==> src/rtl/wb_arbiter_2mst_to_1slv.sv <==
// wb_arbiter_2mst_to_1slv
// Round-robin Wishbone arbiter that lets two masters (m0, m1) share one slave.
// The grant is registered and held for the whole bus cycle (while the granted
// master keeps cyc high). Block transfers are therefore never split. Every
// release passes through IDLE for one turnaround cycle.
//
// Optional feature, compile-time macro WB_ARB_TIMEOUT_EN:
//   A watchdog counts slave wait cycles. On the (2^TIMEOUT_W-1)th wait cycle it
//   terminates the access: the master gets ack with TIMEOUT_DATA, the slave
//   sees stb=0, and the sticky timeout_o flag is set.
//   Without the macro no counter is built and timeout_o is tied to 0.
//
// Ports:
//   clk, rst_n                       clock, synchronous active-low reset
//   wbs_m{0,1}_cyc/stb/we/adr/dat/sel_i  master request buses
//   wbs_m{0,1}_dat_o / ack_o         master return path (granted master only)
//   wbs_s_cyc/stb/we/adr/dat/sel_o   slave request bus (granted master's signals)
//   wbs_s_dat_i / wbs_s_ack_i        slave return path
//   grant_o                          one-hot current grant, 00 when idle
//   timeout_o                        sticky watchdog flag
module wb_arbiter_2mst_to_1slv #(
  parameter int          TIMEOUT_W    = 8,
  parameter logic [31:0] TIMEOUT_DATA = 32'hDEAD_0BAD
) (
  input  logic        clk,
  input  logic        rst_n,
  input  logic        wbs_m0_cyc_i,
  input  logic        wbs_m0_stb_i,
  input  logic        wbs_m0_we_i,
  input  logic [31:0] wbs_m0_adr_i,
  input  logic [31:0] wbs_m0_dat_i,
  input  logic [3:0]  wbs_m0_sel_i,
  output logic [31:0] wbs_m0_dat_o,
  output logic        wbs_m0_ack_o,
  input  logic        wbs_m1_cyc_i,
  input  logic        wbs_m1_stb_i,
  input  logic        wbs_m1_we_i,
  input  logic [31:0] wbs_m1_adr_i,
  input  logic [31:0] wbs_m1_dat_i,
  input  logic [3:0]  wbs_m1_sel_i,
  output logic [31:0] wbs_m1_dat_o,
  output logic        wbs_m1_ack_o,
  output logic        wbs_s_cyc_o,
  output logic        wbs_s_stb_o,
  output logic        wbs_s_we_o,
  output logic [31:0] wbs_s_adr_o,
  output logic [31:0] wbs_s_dat_o,
  output logic [3:0]  wbs_s_sel_o,
  input  logic [31:0] wbs_s_dat_i,
  input  logic        wbs_s_ack_i,
  output logic [1:0]  grant_o,
  output logic        timeout_o
);

  typedef enum logic [1:0] {IDLE, GNT0, GNT1} state_e;

  state_e     state_q;
  logic [1:0] grant_q;
  logic       last_q;   // master granted most recently; the other wins a tie

  logic req0, req1;
  logic sel0, sel1;
  logic gstb;           // stb of the granted master, before watchdog masking
  logic fire;           // watchdog terminates the current access this cycle

  assign req0 = wbs_m0_cyc_i & wbs_m0_stb_i;
  assign req1 = wbs_m1_cyc_i & wbs_m1_stb_i;

  // Arbitration FSM. The grant is held until the owner drops cyc.
  always_ff @(posedge clk) begin
    if (!rst_n) begin
      state_q <= IDLE;
      grant_q <= 2'b00;
      last_q  <= 1'b1;
    end else begin
      case (state_q)
        IDLE: begin
          if (req0 && (!req1 || last_q)) begin
            state_q <= GNT0;
            grant_q <= 2'b01;
          end else if (req1) begin
            state_q <= GNT1;
            grant_q <= 2'b10;
          end
        end
        GNT0: begin
          if (!wbs_m0_cyc_i) begin
            state_q <= IDLE;
            grant_q <= 2'b00;
            last_q  <= 1'b0;
          end
        end
        GNT1: begin
          if (!wbs_m1_cyc_i) begin
            state_q <= IDLE;
            grant_q <= 2'b00;
            last_q  <= 1'b1;
          end
        end
        default: begin
          state_q <= IDLE;
          grant_q <= 2'b00;
        end
      endcase
    end
  end

  assign sel0 = grant_q[0];
  assign sel1 = grant_q[1];
  assign gstb = (sel0 & wbs_m0_stb_i) | (sel1 & wbs_m1_stb_i);

  // AND-OR mux: a zero grant yields an all-zero slave bus.
  assign wbs_s_cyc_o = (sel0 & wbs_m0_cyc_i) | (sel1 & wbs_m1_cyc_i);
  assign wbs_s_stb_o = gstb & ~fire;
  assign wbs_s_we_o  = (sel0 & wbs_m0_we_i) | (sel1 & wbs_m1_we_i);
  assign wbs_s_adr_o = ({32{sel0}} & wbs_m0_adr_i) | ({32{sel1}} & wbs_m1_adr_i);
  assign wbs_s_dat_o = ({32{sel0}} & wbs_m0_dat_i) | ({32{sel1}} & wbs_m1_dat_i);
  assign wbs_s_sel_o = ({4{sel0}} & wbs_m0_sel_i) | ({4{sel1}} & wbs_m1_sel_i);

  // Return path: only the granted master sees ack/data; a watchdog
  // termination overrides whatever the slave drives that cycle.
  assign wbs_m0_ack_o = sel0 & (fire | wbs_s_ack_i);
  assign wbs_m1_ack_o = sel1 & (fire | wbs_s_ack_i);
  assign wbs_m0_dat_o = sel0 ? (fire ? TIMEOUT_DATA : wbs_s_dat_i) : 32'h0;
  assign wbs_m1_dat_o = sel1 ? (fire ? TIMEOUT_DATA : wbs_s_dat_i) : 32'h0;

  assign grant_o = grant_q;

`ifdef WB_ARB_TIMEOUT_EN
  // Terminal count is 2^W-2 so that the termination lands on wait cycle
  // 2^W-1 (the first wait cycle sees a count of 0).
  localparam logic [TIMEOUT_W-1:0] CNT_LAST = {{(TIMEOUT_W-1){1'b1}}, 1'b0};

  logic [TIMEOUT_W-1:0] cnt_q, cnt_d;
  logic                 timeout_q;
  logic                 in_gnt;

  assign in_gnt = |grant_q;
  assign fire   = in_gnt & gstb & ~wbs_s_ack_i & (cnt_q == CNT_LAST);

  always_comb begin
    cnt_d = cnt_q;
    if (!in_gnt || wbs_s_ack_i || fire) begin
      cnt_d = '0;
    end else if (gstb) begin
      cnt_d = cnt_q + 1'b1;
    end
  end

  always_ff @(posedge clk) begin
    if (!rst_n) begin
      cnt_q     <= '0;
      timeout_q <= 1'b0;
    end else begin
      cnt_q <= cnt_d;
      if (fire) begin
        timeout_q <= 1'b1;
      end
    end
  end

  assign timeout_o = timeout_q;
`else
  logic unused_params;

  assign fire          = 1'b0;
  assign timeout_o     = 1'b0;
  assign unused_params = (^TIMEOUT_DATA) ^ TIMEOUT_W[0];
`endif

endmodule

==> config.mk <==
export PLATFORM = sky130hd
export DESIGN_NAME = wb_arbiter_2mst_to_1slv
export DESIGN_NICKNAME = d
export VERILOG_FILES = /design/src/rtl/wb_arbiter_2mst_to_1slv.sv
export SDC_FILE = /design/constraint.sdc
export NUM_CORES = 1
export LEC_CHECK = 0
export BUFFER_PORTS_ARGS = -buffer_cell sky130_fd_sc_hd__buf_2
export CORE_AREA = 2 2 122 124
export DETAILED_ROUTE_END_ITERATION = 7
export DIE_AREA = 0 0 124 126
export GPL_TIMING_DRIVEN = 0
export SYNTH_ARGS = -nofsm -noshare
export SYNTH_HDL_FRONTEND = slang
export SYNTH_SLANG_ARGS = --single-unit
==> constraint.sdc <==
create_clock -name clk -period 0.93 [get_ports clk]
set_input_delay 0.093 -clock clk [delete_from_list [all_inputs] [get_ports clk]]
set_output_delay 0.093 -clock clk [all_outputs]
set_load 0.01 [all_outputs]
Yosys cells after proc, flatten, opt, wreduce, memory -nomap -nowiden:

Cells that the tools add are included.

* logic and storage cells: 46
* input port bits: 177
* output and inout port bits: 140
* register bits: 3

* muxes and demuxes: 10
* reduce and logical (&&, ||, !) cells: 7
* bitwise gates (word level): 22
* equality and inequality tests: 5

Operators with widths (count)
* 32-bit bitwise AND: 4
* 32-bit two-way mux: 2
* 32-bit OR: 2
* 1-bit bitwise AND: 10
* 4-bit bitwise AND: 2
* 2-bit two-way mux: 4
* 2-bit one-hot mux with 3 select lines: 1
* 3-bit AND reduction: 2
* 2-bit != test, second input constant: 2
* 4-bit OR: 1
* 3-bit != test, second input constant: 1
* 1-bit OR: 3
* 2-bit by 1-bit == test with 1-bit output, second input constant: 1
* 2-bit == test, second input constant: 1
* 2-bit logical NOT: 1
* 1-bit two-way mux: 2
* 1-bit one-hot mux with 2 select lines: 1
* 2-bit nonzero test: 1
* 1-bit logical AND: 1
* 1-bit logical NOT: 1
* 1-bit logical OR: 1

Depth between registers and ports, before layout:

* depth in word-level cells: 6
* mapped depth: 5
* depth with buffers taken out: 3

Least setup slack after synthesis:

OpenSTA, ideal clock, no wires.

* path type: register -> output
* from: register grant_q[0], in the netlist grant_o[0]
* to: output port wbs_s_dat_o[19]
* path buffers: 3
* setup slack: -0.114 ns
* arrival: 0.951 ns
* stages on the path, launching flop included: 5
* data required time: 0.837 ns
* path through: dfxtp_1 -> buf_6 -> buf_6 -> buf_6 -> a22o_1

* longest elaborated chain between the ends: 2

RTL lines
* from (decl): line 58 `logic [1:0] grant_q;`
* from (signal assigned): line 73 `grant_q <= 2'b00;`
* from (signal assigned): line 80 `grant_q <= 2'b01;`
* from (signal assigned): line 83 `grant_q <= 2'b10;`
* 32-bit bitwise AND: line 117 `assign wbs_s_dat_o = ({32{sel0}} & wbs_m0_dat_i) | ({32{sel1}} & wbs_m1_dat_i);`
* 32-bit OR: line 117
* to (decl): line 47 `output logic [31:0] wbs_s_dat_o,`

No other way between the ends.

Final worst setup path:

Same ends and word-level chain as after synthesis.

==> metrics.md <==
| Metric | Value |
|---|---|
| DPL Wire Length | `~8.3 mm` |
| Tcrit/Tclk final | `1.55` |
| Area Overhead vs Synth | `205%` |
| Worst Hold Class | `input pin to flip-flop` |
| Switching share of power | `0.329` |
| Most used cell, CP | `buf_12` |
| Max-cap violations | `0` |
| Setup violators final | `~140` |
| Chip height | `126 microns` |
| RSZ-0062 raised after global routing | `true` |
| Failing checks | `negative setup slack` |
| WP data required | `between 0.8 and 0.9 ns` |
| Slowest cell on crit path | `dfxtp_4` |
| TritonCTS clock tree | `built` |
| Crit path DAT | `about 1.4 ns` |
| Drt pass-1 iters | `4` |
| Post-CTS Hold Buffers | `0` |
| DRC errors left | `0` |
| Initial antenna violation count | `0` |
| Finished Cell Area | `4150 sq um` |
| Fin util | `0.290` |
| Crit Path Class | `flip-flop to output pin` |
| Final Routed Wirelength | `approximately 11 mm` |
| CTS Buf Count | `3` |
| Critical path launch point type | `flip-flop` |
| Cell taking the most area after synthesis | `a22o_1` |
| Crit. Startpoint | `grant_o[0]` |
| Post-Syn Instances | `around 180` |
| Max Clk Rate | `693 MHz` |
| Die Area | `roughly 16000 sq um` |
| Yosys top cell area share | `0.457` |
| Pwr Total | `roughly 2.5 mW` |
| Reg2reg path depth | `6` |
| Pin count of the biggest net entering global routing | `11` |
| Iteration-0 DRC Markers | `63` |
| GP Congestion | `0.796` |
| Seq pwr share | `0.058` |
| Ys async rst share | `0` |
| CP Depth | `5` |
| Area of the mapped netlist | `between 1000 and 1500 sq um` |
| FP Rows | `44` |
| CP delay by family, top | `buffers and inverters` |
| Max IR drop VDD | `about 0.00037 V` |
| Post-route ant nets | `0` |
| Global-route wire length before repair | `between 10 and 15 mm` |
| Crit. End Element | `output pin` |
| I/O pin count | `317` |
| H-Tree Depth | `1` |
| Reg-to-reg critical path endpoint | `grant_o[1]` |
| Placed Instance Area | `approximately 3200 sq um` |
| Critical Path End | `wbs_s_dat_o[19]` |
| Port bufs | `315` |
| Final min period | `between 1 and 1.5 ns` |
| WP buf/inv | `4` |
| Core footprint | `14300 sq um` |
| Hold slack | `a little over 0.08 ns` |
| # clock sinks | `3` |
| Reg2reg setup slack | `-0.23 ns` |
| # diodes | `0` |
| Starting Density | `0.0951` |
| Most frequent cell after synthesis | `a22o_1` |
| Maximum clock path buffer count | `2` |
| Die W | `between 100 and 150 microns` |
| PwrDens | `between 600 and 700 nW/um^2` |
| Via count | `2789` |
| WL/cell | `roughly 15 microns` |
| Final WS setup | `-0.513 ns` |
| NetSw | `between 0.8 and 0.9 mW` |
| Layout Nets | `just under 700` |
| Leakage power | `2.40 nW` |
| Reg-to-reg startpoint | `grant_o[1]` |
| Final std cells w/o fill | `about 700` |
| EDFF count, synth | `0` |
| Clk_skew | `around 0.00013 ns` |
| Synth top area cells | `a22o_1 46%, and2_1 30%, buf_6 8.3%` |
| Avg Cell Area, Syn | `approximately 7.6 sq um` |
| Layout cells sized above 1 | `0.822` |
| Top_reg_cell synth | `dfxtp_1` |
| CP Cell Sequence | `buf_12 > buf_12 > clkbuf_16 > a22o_1 > buf_2` |
| Gr usage total | `0.119` |
| Share of total power in combinational logic | `0.673` |
| Routed vias/inst | `between 3 and 4` |
| Cell variety after synth | `16` |
| Yosys warnings | `0` |
| Max Slew Vio Count | `0` |
| Post-synth top cells | `71 x a22o_1, 66 x and2_1, 10 x buf_2, 10 x buf_6, 4 x clkbuf_1` |
| Vias in the first global route | `2709` |
| Clk Latency, worst-skew pair | `about 0.22 ns` |
| Clock slew at reported path FFs | `roughly 0.030 ns` |
| Clock power share | `0.270` |
| Gr ovfl total | `0` |
| Placed Cells | `approximately 680` |
| Crit-path max FO | `8` |
| Syn Nets | `about 360` |
| Status | `finished, violations left` |
| Register area share after synthesis | `0.0441` |
| Critical Path Max Stage Delay | `~0.35 ns` |
| Synth Register Bits | `3` |
| Internal power | `between 1.5 and 2 mW` |
| Root Buffer | `clkbuf_16` |
| Final Hold Violating Endpoints | `0` |
## registers in the layout, indices dropped and copies added, names as in the netlist
name,count
last_q,1
grant_o,2
## metal layers
metal,vias to the layer above,GRT usage,part of all wire
li1,1345,-,-
met1,1254,0.128,0.37
met5,-,0,0
met2,188,0.242,0.54
met4,0,0.0159,0.0025
met3,2,0.0172,0.083
## worst register-to-register path, stage by stage (launching register included)
cell and delay, ns:
dfxtp_4 0.34, buf_12 0.14, buf_12 0.15, buf_12 0.12, buf_6 0.11, a21oi_2 0.11, nor3_2 0.06
## timing repair
action / in CTS / in global routing
pin swaps: 4 / 8
gates resized for setup: 91 / 48
setup buffers: 10 / 0
cloned: 6 / 3
setup endpoints to repair: 140 / 142
## power groups by stage
| stage | registers (mW) | clock network [mW] | logic, mW |
|---|---|---|---|
| 3_5_place_dp | 0.149 | 0 | 1.33 |
| 4_1_cts | 0.146 | 0.690 | 1.59 |
| 5_1_grt | 0.147 | 0.717 | 1.83 |
| 6_report | 0.145 | 0.679 | 1.69 |
| 3_3_place_gp | 0.149 | 0 | 1.32 |
| 2_1_floorplan | 0.148 | 0 | 0.583 |
## per-stage QoR
| step | worst slack, ns | setup TNS, ns |
|---|---|---|
| after detailed placement | -0.362 | -38.95 |
| after global routing | -0.551 | -65.00 |
| after CTS | -0.518 | -60.88 |
| after floorplan | -0.0973 | -2.82 |
| final | -0.513 | -58.70 |
| after global placement | -0.378 | -39.04 |
## layout by cell type, fill, tap and decap left out, drive strengths merged
master / count
conb: 1
buf: 354
nor2: 2
dfxtp: 3
o21ai: 1
a22o: 71
nand3b: 1
and2: 66
nand2b: 1
nor3: 2
a21oi: 3
nand2: 2
nand4b: 1
clkbuf: 9
## area by class of cell
| cell class | instances | area, sq um |
|---|---|---|
| repair buffers | 334 | 2180 |
| plain buffers | 25 | 312 |
| fillers | 1535 | 10200 |
| multi-input cells | 151 | 1280 |
| flip-flops and latches | 3 | 67.6 |
| clock buffers | 4 | 78.8 |
| well taps | 184 | 230 |
## how the worst min path moves through the flow
stage / start / to / slack [ns] / cells past startpoint
after floorplan: rst_n / last_q / 0.17 / 1
after global placement: rst_n / last_q / 0.30 / 2
after detailed placement: rst_n / last_q / 0.32 / 2
after CTS: rst_n / last_q / 0.08 / 2
after global routing: rst_n / last_q / 0.11 / 2
final: rst_n / last_q / 0.08 / 2
## logic make-up (layout without fill, tap and decap cells)
| family | Yosys count | count (layout) | share of synthesized area |
|---|---|---|---|
| compound gates | 75 | 75 | 0.472 |
| simple gates | 75 | 75 | 0.346 |
| buf+inv | 25 | 363 | 0.136 |
| flops | 3 | 3 | 0.0441 |
| other cells | 1 | 1 | 0.00275 |
Note: power is estimated with default switching activity, not from simulation.
